`config.mk`:
```
export PLATFORM = sky130hd
export DESIGN_NAME = slow_pkt_reader
export DESIGN_NICKNAME = d
export VERILOG_FILES = /design/src/rtl/slow_pkt_pkg.sv /design/src/rtl/evt_seq_check.sv /design/src/rtl/slow_pkt_reader.sv
export SDC_FILE = /design/constraint.sdc
export NUM_CORES = 2
export LEC_CHECK = 0
export CORE_AREA = 2 2 271 273
export DETAILED_ROUTE_END_ITERATION = 10
export DIE_AREA = 0 0 273 275
export GPL_TIMING_DRIVEN = 0
export PLACE_DENSITY = 0.74
export RECOVER_POWER = 25
export SYNTH_ARGS = -nofsm -noshare
export SYNTH_HDL_FRONTEND = slang
export SYNTH_SLANG_ARGS = --single-unit
```
`constraint.sdc`:
```
create_clock -name clk -period 38.2 [get_ports clk]
set_input_delay 5.73 -clock clk [delete_from_list [all_inputs] [get_ports clk]]
set_output_delay 5.73 -clock clk [all_outputs]
set_load 0.005 [all_outputs]
```
`src/rtl/slow_pkt_pkg.sv`:
```
`default_nettype none
// ============================================================================
// Module   : slow_pkt_pkg
// Purpose  : Shared constants and types for the slow-FIFO packet reader.
//            Holds the packet header word, packet length, the index of each
//            field inside a packet and the reader FSM state encoding.
// Ports    : none (package)
// Revision : 1.0 - initial release
// ============================================================================
package slow_pkt_pkg;

  // Header word "ABPM" and words per packet (header included)
  localparam logic [31:0] SLOW_PID     = 32'h4142504d;
  localparam int          SLOW_PKT_LEN = 16;

  // Word positions inside a packet (word 0 is the PID)
  localparam logic [3:0] W_STAT    = 4'd1;
  localparam logic [3:0] W_XY      = 4'd2;
  localparam logic [3:0] W_S       = 4'd3;
  localparam logic [3:0] W_PWR_A   = 4'd4;
  localparam logic [3:0] W_PWR_B   = 4'd5;
  localparam logic [3:0] W_PWR_C   = 4'd6;
  localparam logic [3:0] W_PWR_D   = 4'd7;
  localparam logic [3:0] W_MAX_AB  = 4'd8;
  localparam logic [3:0] W_MAX_CD  = 4'd9;
  localparam logic [3:0] W_XY_CAL  = 4'd10;
  localparam logic [3:0] W_RSVD    = 4'd11;
  localparam logic [3:0] W_PA_CAL  = 4'd12;
  localparam logic [3:0] W_PB_CAL  = 4'd13;
  localparam logic [3:0] W_DRIFT_A = 4'd14;
  localparam logic [3:0] W_DRIFT_B = 4'd15;

  // Reader FSM. S_DRAIN is the cycle in which the last body word returns.
  typedef enum logic [2:0] {
    S_IDLE      = 3'd0,
    S_HDR_RD    = 3'd1,
    S_HDR_CHK   = 3'd2,
    S_BODY_WAIT = 3'd3,
    S_BODY      = 3'd4,
    S_DRAIN     = 3'd5,
    S_COMMIT    = 3'd6
  } state_t;

endpackage
`default_nettype wire

```
`src/rtl/evt_seq_check.sv`:
```
`default_nettype none
// ============================================================================
// Module   : evt_seq_check
// Purpose  : Tracks the event-counter sequence across committed packets and
//            accumulates the number of missing events in a saturating count.
// Ports    : clk      - clock
//            rst      - asynchronous active-high reset
//            clr      - synchronous clear of lost_cnt and sequence history
//            commit   - a new packet's counter is on new_cnt this cycle
//            new_cnt  - event counter of the committed packet
//            lost_cnt - saturating count of missing events
// Revision : 1.0 - initial release
// ============================================================================
module evt_seq_check
  import slow_pkt_pkg::*;
#(
  parameter int DATA_WIDTH = 16,
  parameter int LOST_WIDTH = 16
) (
  input  logic                  clk,
  input  logic                  rst,
  input  logic                  clr,
  input  logic                  commit,
  input  logic [DATA_WIDTH-1:0] new_cnt,
  output logic [LOST_WIDTH-1:0] lost_cnt
);

  localparam int SUM_W = ((DATA_WIDTH > LOST_WIDTH) ? DATA_WIDTH : LOST_WIDTH) + 1;
  localparam logic [DATA_WIDTH-1:0] c_one = DATA_WIDTH'(1);

  logic [DATA_WIDTH-1:0] r_prev;
  logic                  r_seq_valid;

  logic [DATA_WIDTH-1:0] w_gap;
  logic                  w_gap_hit;
  logic [SUM_W-1:0]      w_sum;
  logic [LOST_WIDTH-1:0] w_lost_next;

  // Modular arithmetic: a wrap from all-ones to zero is a step of one
  assign w_gap       = new_cnt - r_prev - c_one;
  assign w_gap_hit   = r_seq_valid && (new_cnt != (r_prev + c_one));
  assign w_sum       = SUM_W'(lost_cnt) + SUM_W'(w_gap);
  assign w_lost_next = (|w_sum[SUM_W-1:LOST_WIDTH]) ? '1 : w_sum[LOST_WIDTH-1:0];

  always_ff @(posedge clk or posedge rst) begin
    if (rst) begin
      r_prev      <= '0;
      r_seq_valid <= 1'b0;
      lost_cnt    <= '0;
    end else begin
      // History always follows a committed packet, even when clr coincides
      if (commit) begin
        r_prev      <= new_cnt;
        r_seq_valid <= 1'b1;
      end else if (clr) begin
        r_seq_valid <= 1'b0;
      end

      if (clr) begin
        lost_cnt <= '0;
      end else if (commit && w_gap_hit) begin
        lost_cnt <= w_lost_next;
      end
    end
  end

endmodule
`default_nettype wire

```
`src/rtl/slow_pkt_reader.sv`:
```
`default_nettype none
// ============================================================================
// Module   : slow_pkt_reader
// Purpose  : Pulls 16-word event packets out of a standard (non-FWFT) FIFO,
//            validates the PID header (hunting word by word to resync), and
//            presents the fields as held registers with a one-cycle valid.
// Ports    : clk, rst          - clock, asynchronous active-high reset
//            fifo_dout/empty/rd_count, fifo_rd - FIFO read side
//            clr_stats         - synchronous clear of err/lost counters
//            pkt_valid         - one-cycle pulse when fields are updated
//            status..drift_b   - decoded packet fields
//            err_cnt, lost_cnt - saturating framing / lost-event counters
// Revision : 1.0 - initial release
// ============================================================================
module slow_pkt_reader
  import slow_pkt_pkg::*;
#(
  parameter int                     SFIFO_WIDTH = 32,
  parameter int                     DATA_WIDTH  = 16,
  parameter int                     PKT_LEN     = SLOW_PKT_LEN,
  parameter logic [SFIFO_WIDTH-1:0] PID         = SLOW_PID,
  parameter int                     CNT_WIDTH   = 6
) (
  input  logic                   clk,
  input  logic                   rst,
  input  logic [SFIFO_WIDTH-1:0] fifo_dout,
  input  logic                   fifo_empty,
  input  logic [CNT_WIDTH-1:0]   fifo_rd_count,
  output logic                   fifo_rd,
  input  logic                   clr_stats,
  output logic                   pkt_valid,
  output logic [DATA_WIDTH-1:0]  status,
  output logic [DATA_WIDTH-1:0]  evt_cnt,
  output logic [DATA_WIDTH-1:0]  x_pos,
  output logic [DATA_WIDTH-1:0]  y_pos,
  output logic [DATA_WIDTH-1:0]  s_sum,
  output logic [SFIFO_WIDTH-1:0] pwr_a,
  output logic [SFIFO_WIDTH-1:0] pwr_b,
  output logic [SFIFO_WIDTH-1:0] pwr_c,
  output logic [SFIFO_WIDTH-1:0] pwr_d,
  output logic [SFIFO_WIDTH-1:0] max_ab,
  output logic [SFIFO_WIDTH-1:0] max_cd,
  output logic [SFIFO_WIDTH-1:0] xy_cal,
  output logic [SFIFO_WIDTH-1:0] pwr_a_cal,
  output logic [SFIFO_WIDTH-1:0] pwr_b_cal,
  output logic [SFIFO_WIDTH-1:0] drift_a,
  output logic [SFIFO_WIDTH-1:0] drift_b,
  output logic [15:0]            err_cnt,
  output logic [15:0]            lost_cnt
);

  localparam logic [3:0]           c_last_idx = 4'(PKT_LEN - 1);
  localparam logic [CNT_WIDTH-1:0] c_body_cnt = CNT_WIDTH'(PKT_LEN - 1);

  state_t r_state;
  state_t w_next;

  logic [3:0] r_rd_idx;    // body word being requested
  logic [3:0] r_cap_idx;   // body word currently on fifo_dout
  logic       r_rd_d;      // a read was issued last cycle
  logic       r_in_hunt;
  logic       w_rd_req;
  logic       w_pid_ok;

  logic [DATA_WIDTH-1:0]  r_sh_status, r_sh_evt, r_sh_x, r_sh_y, r_sh_s;
  logic [SFIFO_WIDTH-1:0] r_sh_pwr_a, r_sh_pwr_b, r_sh_pwr_c, r_sh_pwr_d;
  logic [SFIFO_WIDTH-1:0] r_sh_max_ab, r_sh_max_cd, r_sh_xy_cal;
  logic [SFIFO_WIDTH-1:0] r_sh_pa_cal, r_sh_pb_cal, r_sh_drift_a;

  assign w_pid_ok = (fifo_dout == PID);

  // ---------------------------------------------------------------- state reg
  always_ff @(posedge clk or posedge rst) begin
    if (rst) r_state <= S_IDLE;
    else     r_state <= w_next;
  end

  // --------------------------------------------------------------- next state
  always_comb begin
    w_next = r_state;
    case (r_state)
      S_IDLE:      if ((fifo_rd_count != '0) && !fifo_empty) w_next = S_HDR_RD;
      // Only move on once the header read has actually been issued
      S_HDR_RD:    if (fifo_rd) w_next = S_HDR_CHK;
      S_HDR_CHK:   w_next = w_pid_ok ? S_BODY_WAIT : S_IDLE;
      S_BODY_WAIT: if (fifo_rd_count >= c_body_cnt) w_next = S_BODY;
      S_BODY:      if (fifo_rd && (r_rd_idx == c_last_idx)) w_next = S_DRAIN;
      S_DRAIN:     w_next = S_COMMIT;
      S_COMMIT:    w_next = S_IDLE;
      default:     w_next = S_IDLE;
    endcase
  end

  // ------------------------------------------------------------------ outputs
  always_comb begin
    w_rd_req  = (r_state == S_HDR_RD) || (r_state == S_BODY);
    // Empty guard overrides every state
    fifo_rd   = w_rd_req && !fifo_empty;
    pkt_valid = (r_state == S_COMMIT);
  end

  // ------------------------------------------------ indices, hunt, err_cnt
  always_ff @(posedge clk or posedge rst) begin
    if (rst) begin
      r_rd_idx  <= '0;
      r_cap_idx <= '0;
      r_rd_d    <= 1'b0;
      r_in_hunt <= 1'b0;
      err_cnt   <= '0;
    end else begin
      r_rd_d <= fifo_rd;

      if (r_state == S_BODY_WAIT) begin
        r_rd_idx  <= 4'd1;
        r_cap_idx <= 4'd1;
      end else begin
        if ((r_state == S_BODY) && fifo_rd) r_rd_idx <= r_rd_idx + 4'd1;
        if (r_rd_d && ((r_state == S_BODY) || (r_state == S_DRAIN)))
          r_cap_idx <= r_cap_idx + 4'd1;
      end

      // One error per resync episode: only the first bad header counts
      if (r_state == S_HDR_CHK) begin
        if (w_pid_ok)        r_in_hunt <= 1'b0;
        else if (!r_in_hunt) r_in_hunt <= 1'b1;
      end

      if (clr_stats)
        err_cnt <= '0;
      else if ((r_state == S_HDR_CHK) && !w_pid_ok && !r_in_hunt && (err_cnt != 16'hFFFF))
        err_cnt <= err_cnt + 16'd1;
    end
  end

  // ------------------------------------------------------------ shadow capture
  always_ff @(posedge clk or posedge rst) begin
    if (rst) begin
      r_sh_status  <= '0; r_sh_evt    <= '0;
      r_sh_x       <= '0; r_sh_y      <= '0; r_sh_s <= '0;
      r_sh_pwr_a   <= '0; r_sh_pwr_b  <= '0;
      r_sh_pwr_c   <= '0; r_sh_pwr_d  <= '0;
      r_sh_max_ab  <= '0; r_sh_max_cd <= '0; r_sh_xy_cal <= '0;
      r_sh_pa_cal  <= '0; r_sh_pb_cal <= '0; r_sh_drift_a <= '0;
    end else if (r_rd_d && (r_state == S_BODY)) begin
      case (r_cap_idx)
        W_STAT: begin
          r_sh_status <= fifo_dout[2*DATA_WIDTH-1:DATA_WIDTH];
          r_sh_evt    <= fifo_dout[DATA_WIDTH-1:0];
        end
        W_XY: begin
          r_sh_x <= fifo_dout[2*DATA_WIDTH-1:DATA_WIDTH];
          r_sh_y <= fifo_dout[DATA_WIDTH-1:0];
        end
        W_S:       r_sh_s       <= fifo_dout[2*DATA_WIDTH-1:DATA_WIDTH];
        W_PWR_A:   r_sh_pwr_a   <= fifo_dout;
        W_PWR_B:   r_sh_pwr_b   <= fifo_dout;
        W_PWR_C:   r_sh_pwr_c   <= fifo_dout;
        W_PWR_D:   r_sh_pwr_d   <= fifo_dout;
        W_MAX_AB:  r_sh_max_ab  <= fifo_dout;
        W_MAX_CD:  r_sh_max_cd  <= fifo_dout;
        W_XY_CAL:  r_sh_xy_cal  <= fifo_dout;
        W_PA_CAL:  r_sh_pa_cal  <= fifo_dout;
        W_PB_CAL:  r_sh_pb_cal  <= fifo_dout;
        W_DRIFT_A: r_sh_drift_a <= fifo_dout;
        default: ;  // W_RSVD is discarded
      endcase
    end
  end

  // ---------------------------------------------------------- output registers
  // Loaded on the edge into COMMIT so the fields are valid together with
  // pkt_valid. The final word is still on fifo_dout during DRAIN and is taken
  // from there directly rather than through a shadow.
  always_ff @(posedge clk or posedge rst) begin
    if (rst) begin
      status    <= '0; evt_cnt   <= '0;
      x_pos     <= '0; y_pos     <= '0; s_sum <= '0;
      pwr_a     <= '0; pwr_b     <= '0; pwr_c <= '0; pwr_d <= '0;
      max_ab    <= '0; max_cd    <= '0; xy_cal <= '0;
      pwr_a_cal <= '0; pwr_b_cal <= '0;
      drift_a   <= '0; drift_b   <= '0;
    end else if (r_state == S_DRAIN) begin
      status    <= r_sh_status;  evt_cnt   <= r_sh_evt;
      x_pos     <= r_sh_x;       y_pos     <= r_sh_y;      s_sum <= r_sh_s;
      pwr_a     <= r_sh_pwr_a;   pwr_b     <= r_sh_pwr_b;
      pwr_c     <= r_sh_pwr_c;   pwr_d     <= r_sh_pwr_d;
      max_ab    <= r_sh_max_ab;  max_cd    <= r_sh_max_cd;
      xy_cal    <= r_sh_xy_cal;
      pwr_a_cal <= r_sh_pa_cal;  pwr_b_cal <= r_sh_pb_cal;
      drift_a   <= r_sh_drift_a; drift_b   <= fifo_dout;
    end
  end

  // ---------------------------------------------------------- sequence check
  evt_seq_check #(
    .DATA_WIDTH (DATA_WIDTH),
    .LOST_WIDTH (16)
  ) u_seq (
    .clk      (clk),
    .rst      (rst),
    .clr      (clr_stats),
    .commit   (r_state == S_COMMIT),
    .new_cnt  (evt_cnt),
    .lost_cnt (lost_cnt)
  );

endmodule
`default_nettype wire
```
==> flow_summary.toml <==
[pwr]
irDropWorstVdd_mv = 0.0519
clockPowerShare = 0.247
p_leak_nw = 19.4
p_per_area_mw_per_mm2 = 84.0
power_frac_seq = 0.377
p_sw_mw = 1.19
sw_frac_of_total = 0.312
pwr-share-comb = 0.377
intPower_mw = 2.63

[logic_synthesis]
syn_area_mm2 = 0.0359
synth-main-ff-cell = "dfrtp_1"
ys.warnings.count = 0
synth_nets = 2473
ys_top_cells_by_area = "dfrtp_1, mux2_2, ha_1"
synthArstFlopShare = 1.00
synth_top_cell_by_area = "dfrtp_1"
yosys.cell_types.count = 70
synth_seq_cells = 894
synth_edf_count = 0
yosysTopAreaCellShare = 0.624
avgSynthCellArea_um2 = 15.0
synth_cells = 2390
ys_seq_area_frac = 0.624

[place]
placed_area_mm2 = 0.0423
dp_cells = 3863
gp_congestion = 0.872
post-place-ws_ns = 25.29
hpwl_um = 72400
place.port_buffers = 507

[worst_setup_path]
r2r_slack_ns = 33.48
path_max_fanout = 8
worstSetupStartpoint = "fifo_empty"
reg2reg_from = "evt_cnt[0]"
arrival_ns = 7.29
endpoint = "fifo_rd"
crit_path_start_kind = "input pin"
rr_endpoint = "u_seq.lost_cnt[2]"
r2r_cells = 16
critPathKind = "in -> out"
endpoint_kind = "output pin"
critPathRequiredTime_ns = 32.47

[clocking]
holdBufCountCts = 0
clk_latency_ns = 0.65
clockBufferDepth = 3
clockRootBuffer = "clkbuf_16"
cts.clk_slew.worst_paths_ns = 0.06
cts-resized-gates = 0
clkSinkCount = 894
cts_tree = "yes"
h-tree-depth = 3
cts_setup_buffers = 0
numCtsBuffers = 91

[die]
start_util = 0.496
die_y_um = 275
ios = 508
coreArea_mm2 = 0.0723
row_count = 99
dieWidth_um = 273
die_area_mm2 = 0.0751

[routing]
firstDrtPassIters = 5
via_count = 22261
vias_per_cell = 5.52
ant_nets = 0
wl_um = 101000
drt-initial-drc-count = 1194
drc = 0
wire_per_inst_um = 25.1

[sta]
setup_ws_ns = 25.18
fin_crit_ns = 13.02
fmax_mhz = 76.8
relSlewSlack = -1.01
tightest_slew_ns = 2.99
setup_violations = 0
slew_violations = 62
rsz0062_at_grt = "no"
skew_ns = 0.0233
final.setup.tns_ns = 0
hold_viol = 0
min_period_over_period = 0.341

[global_route]
grt_max_degree = 144
grt_pass1_vias = 23946
overflow = 0
antenna_found_initial = 1
grt_usage = 0.270
grt_pass1_wl_um = 151000

[run_status]
status = "finished, violations left"
violations = "capacitance limit, slew limit"

[layout]
drive_above_1_share = 0.334
fin_area_mm2 = 0.0455
nets = 3080
stdcell_count = 4030
layout-area-overhead-vs-synth_pct = 26.9
nFillCells = 5350
utilization = 0.629
final_common_cell = "dfrtp_1"
layout_common_cells = "dfrtp_1, mux2_2, clkdlybuf4s50_1"
antenna_cells = 0

[run]
cap_violations = 1

[worst_hold_path]
hold_path.class = "reg -> reg"
hold_depth = 1
[worst min path at each step]
stage / from / to / slack, ns
finish: r_sh_pa_cal[31] / pwr_a_cal[31] / 0.49
global route: r_sh_pa_cal[31] / pwr_a_cal[31] / 0.50
CTS: r_sh_pa_cal[31] / pwr_a_cal[31] / 0.49
detailed placement: r_sh_pwr_d[22] / pwr_d[22] / 0.49
global placement: r_sh_status[12] / status[12] / 0.48
floorplan: r_sh_pwr_b[2] / pwr_b[2] / 0.47
[cell type report]
cell class | count | area [µm²] | area share
multi-input cells | 1322 | 12800 | 0.281
flip-flops and latches | 894 | 22400 | 0.491
plain buffers | 131 | 536 | 0.0118
repair buffers | 514 | 5270 | 0.116
well taps | 959 | 1200 | 0.0264
inverters | 43 | 163 | 0.00357
clock inverters | 44 | 614 | 0.0135
clock buffers | 123 | 2580 | 0.0566
[metrics by stage]
| step | hold WS [ns] | total power [mW] |
|---|---|---|
| final | 0.488 | 3.82 |
| after global routing | 0.503 | 4.01 |
| after CTS | 0.489 | 3.85 |
| after detailed placement | 0.488 | 2.89 |
| after global placement | 0.482 | 2.84 |
| after floorplan | 0.475 | 2.10 |
[worst max-delay path, cell delays in order]
cell and delay, ns:
dlygate4sd3_1 0.65, nor3_1 0.26, clkdlybuf4s50_1 0.65
[cell usage after synthesis (9+ instances only)]
cell and count:
and3_1 10, nand4_1 11, ha_1 39, xor2_1 22
mux2_2 843, inv_1 42, nor4_1 9, a211oi_1 10
nand2_1 58, nand3_1 21, o21ai_0 32, dfrtp_1 894
o32ai_2 9, buf_1 31, clkbuf_1 94, xnor2_1 30
nor3_1 18, a21oi_1 33, nor2_1 62, nor2b_1 10
[logic make-up (layout without fill, tap and decap cells)]
kind of cell / Yosys count / in the layout / synth area share
adder cells (fa/ha/maj): 41 / 41 / 0.0147
multiplexers: 846 / 846 / 0.265
XOR/XNOR: 52 / 52 / 0.0127
flip-flops: 894 / 894 / 0.624
buffers and inverters: 174 / 855 / 0.0194
AO/OA/AOI/OAI: 146 / 146 / 0.0310
AND/OR/NAND/NOR: 237 / 237 / 0.0330
[power groups by stage]
stage	Clock, mW	Sequential, mW	Combinational [mW]
after floorplan	0	1.43	0.674
after global placement	0	1.44	1.40
after detailed placement	0	1.45	1.44
after CTS	0.959	1.44	1.45
after global routing	0.999	1.48	1.53
final	0.943	1.44	1.44
[per-layer routing]
layer	routed length (µm)	track usage	part of all wire
met1	40000	0.329	0.40
met2	50700	0.461	0.50
met3	7250	0.0776	0.072
met4	3090	0.0915	0.031
met5	13	0	0.00013
Note: power is estimated with default switching activity, not from simulation.
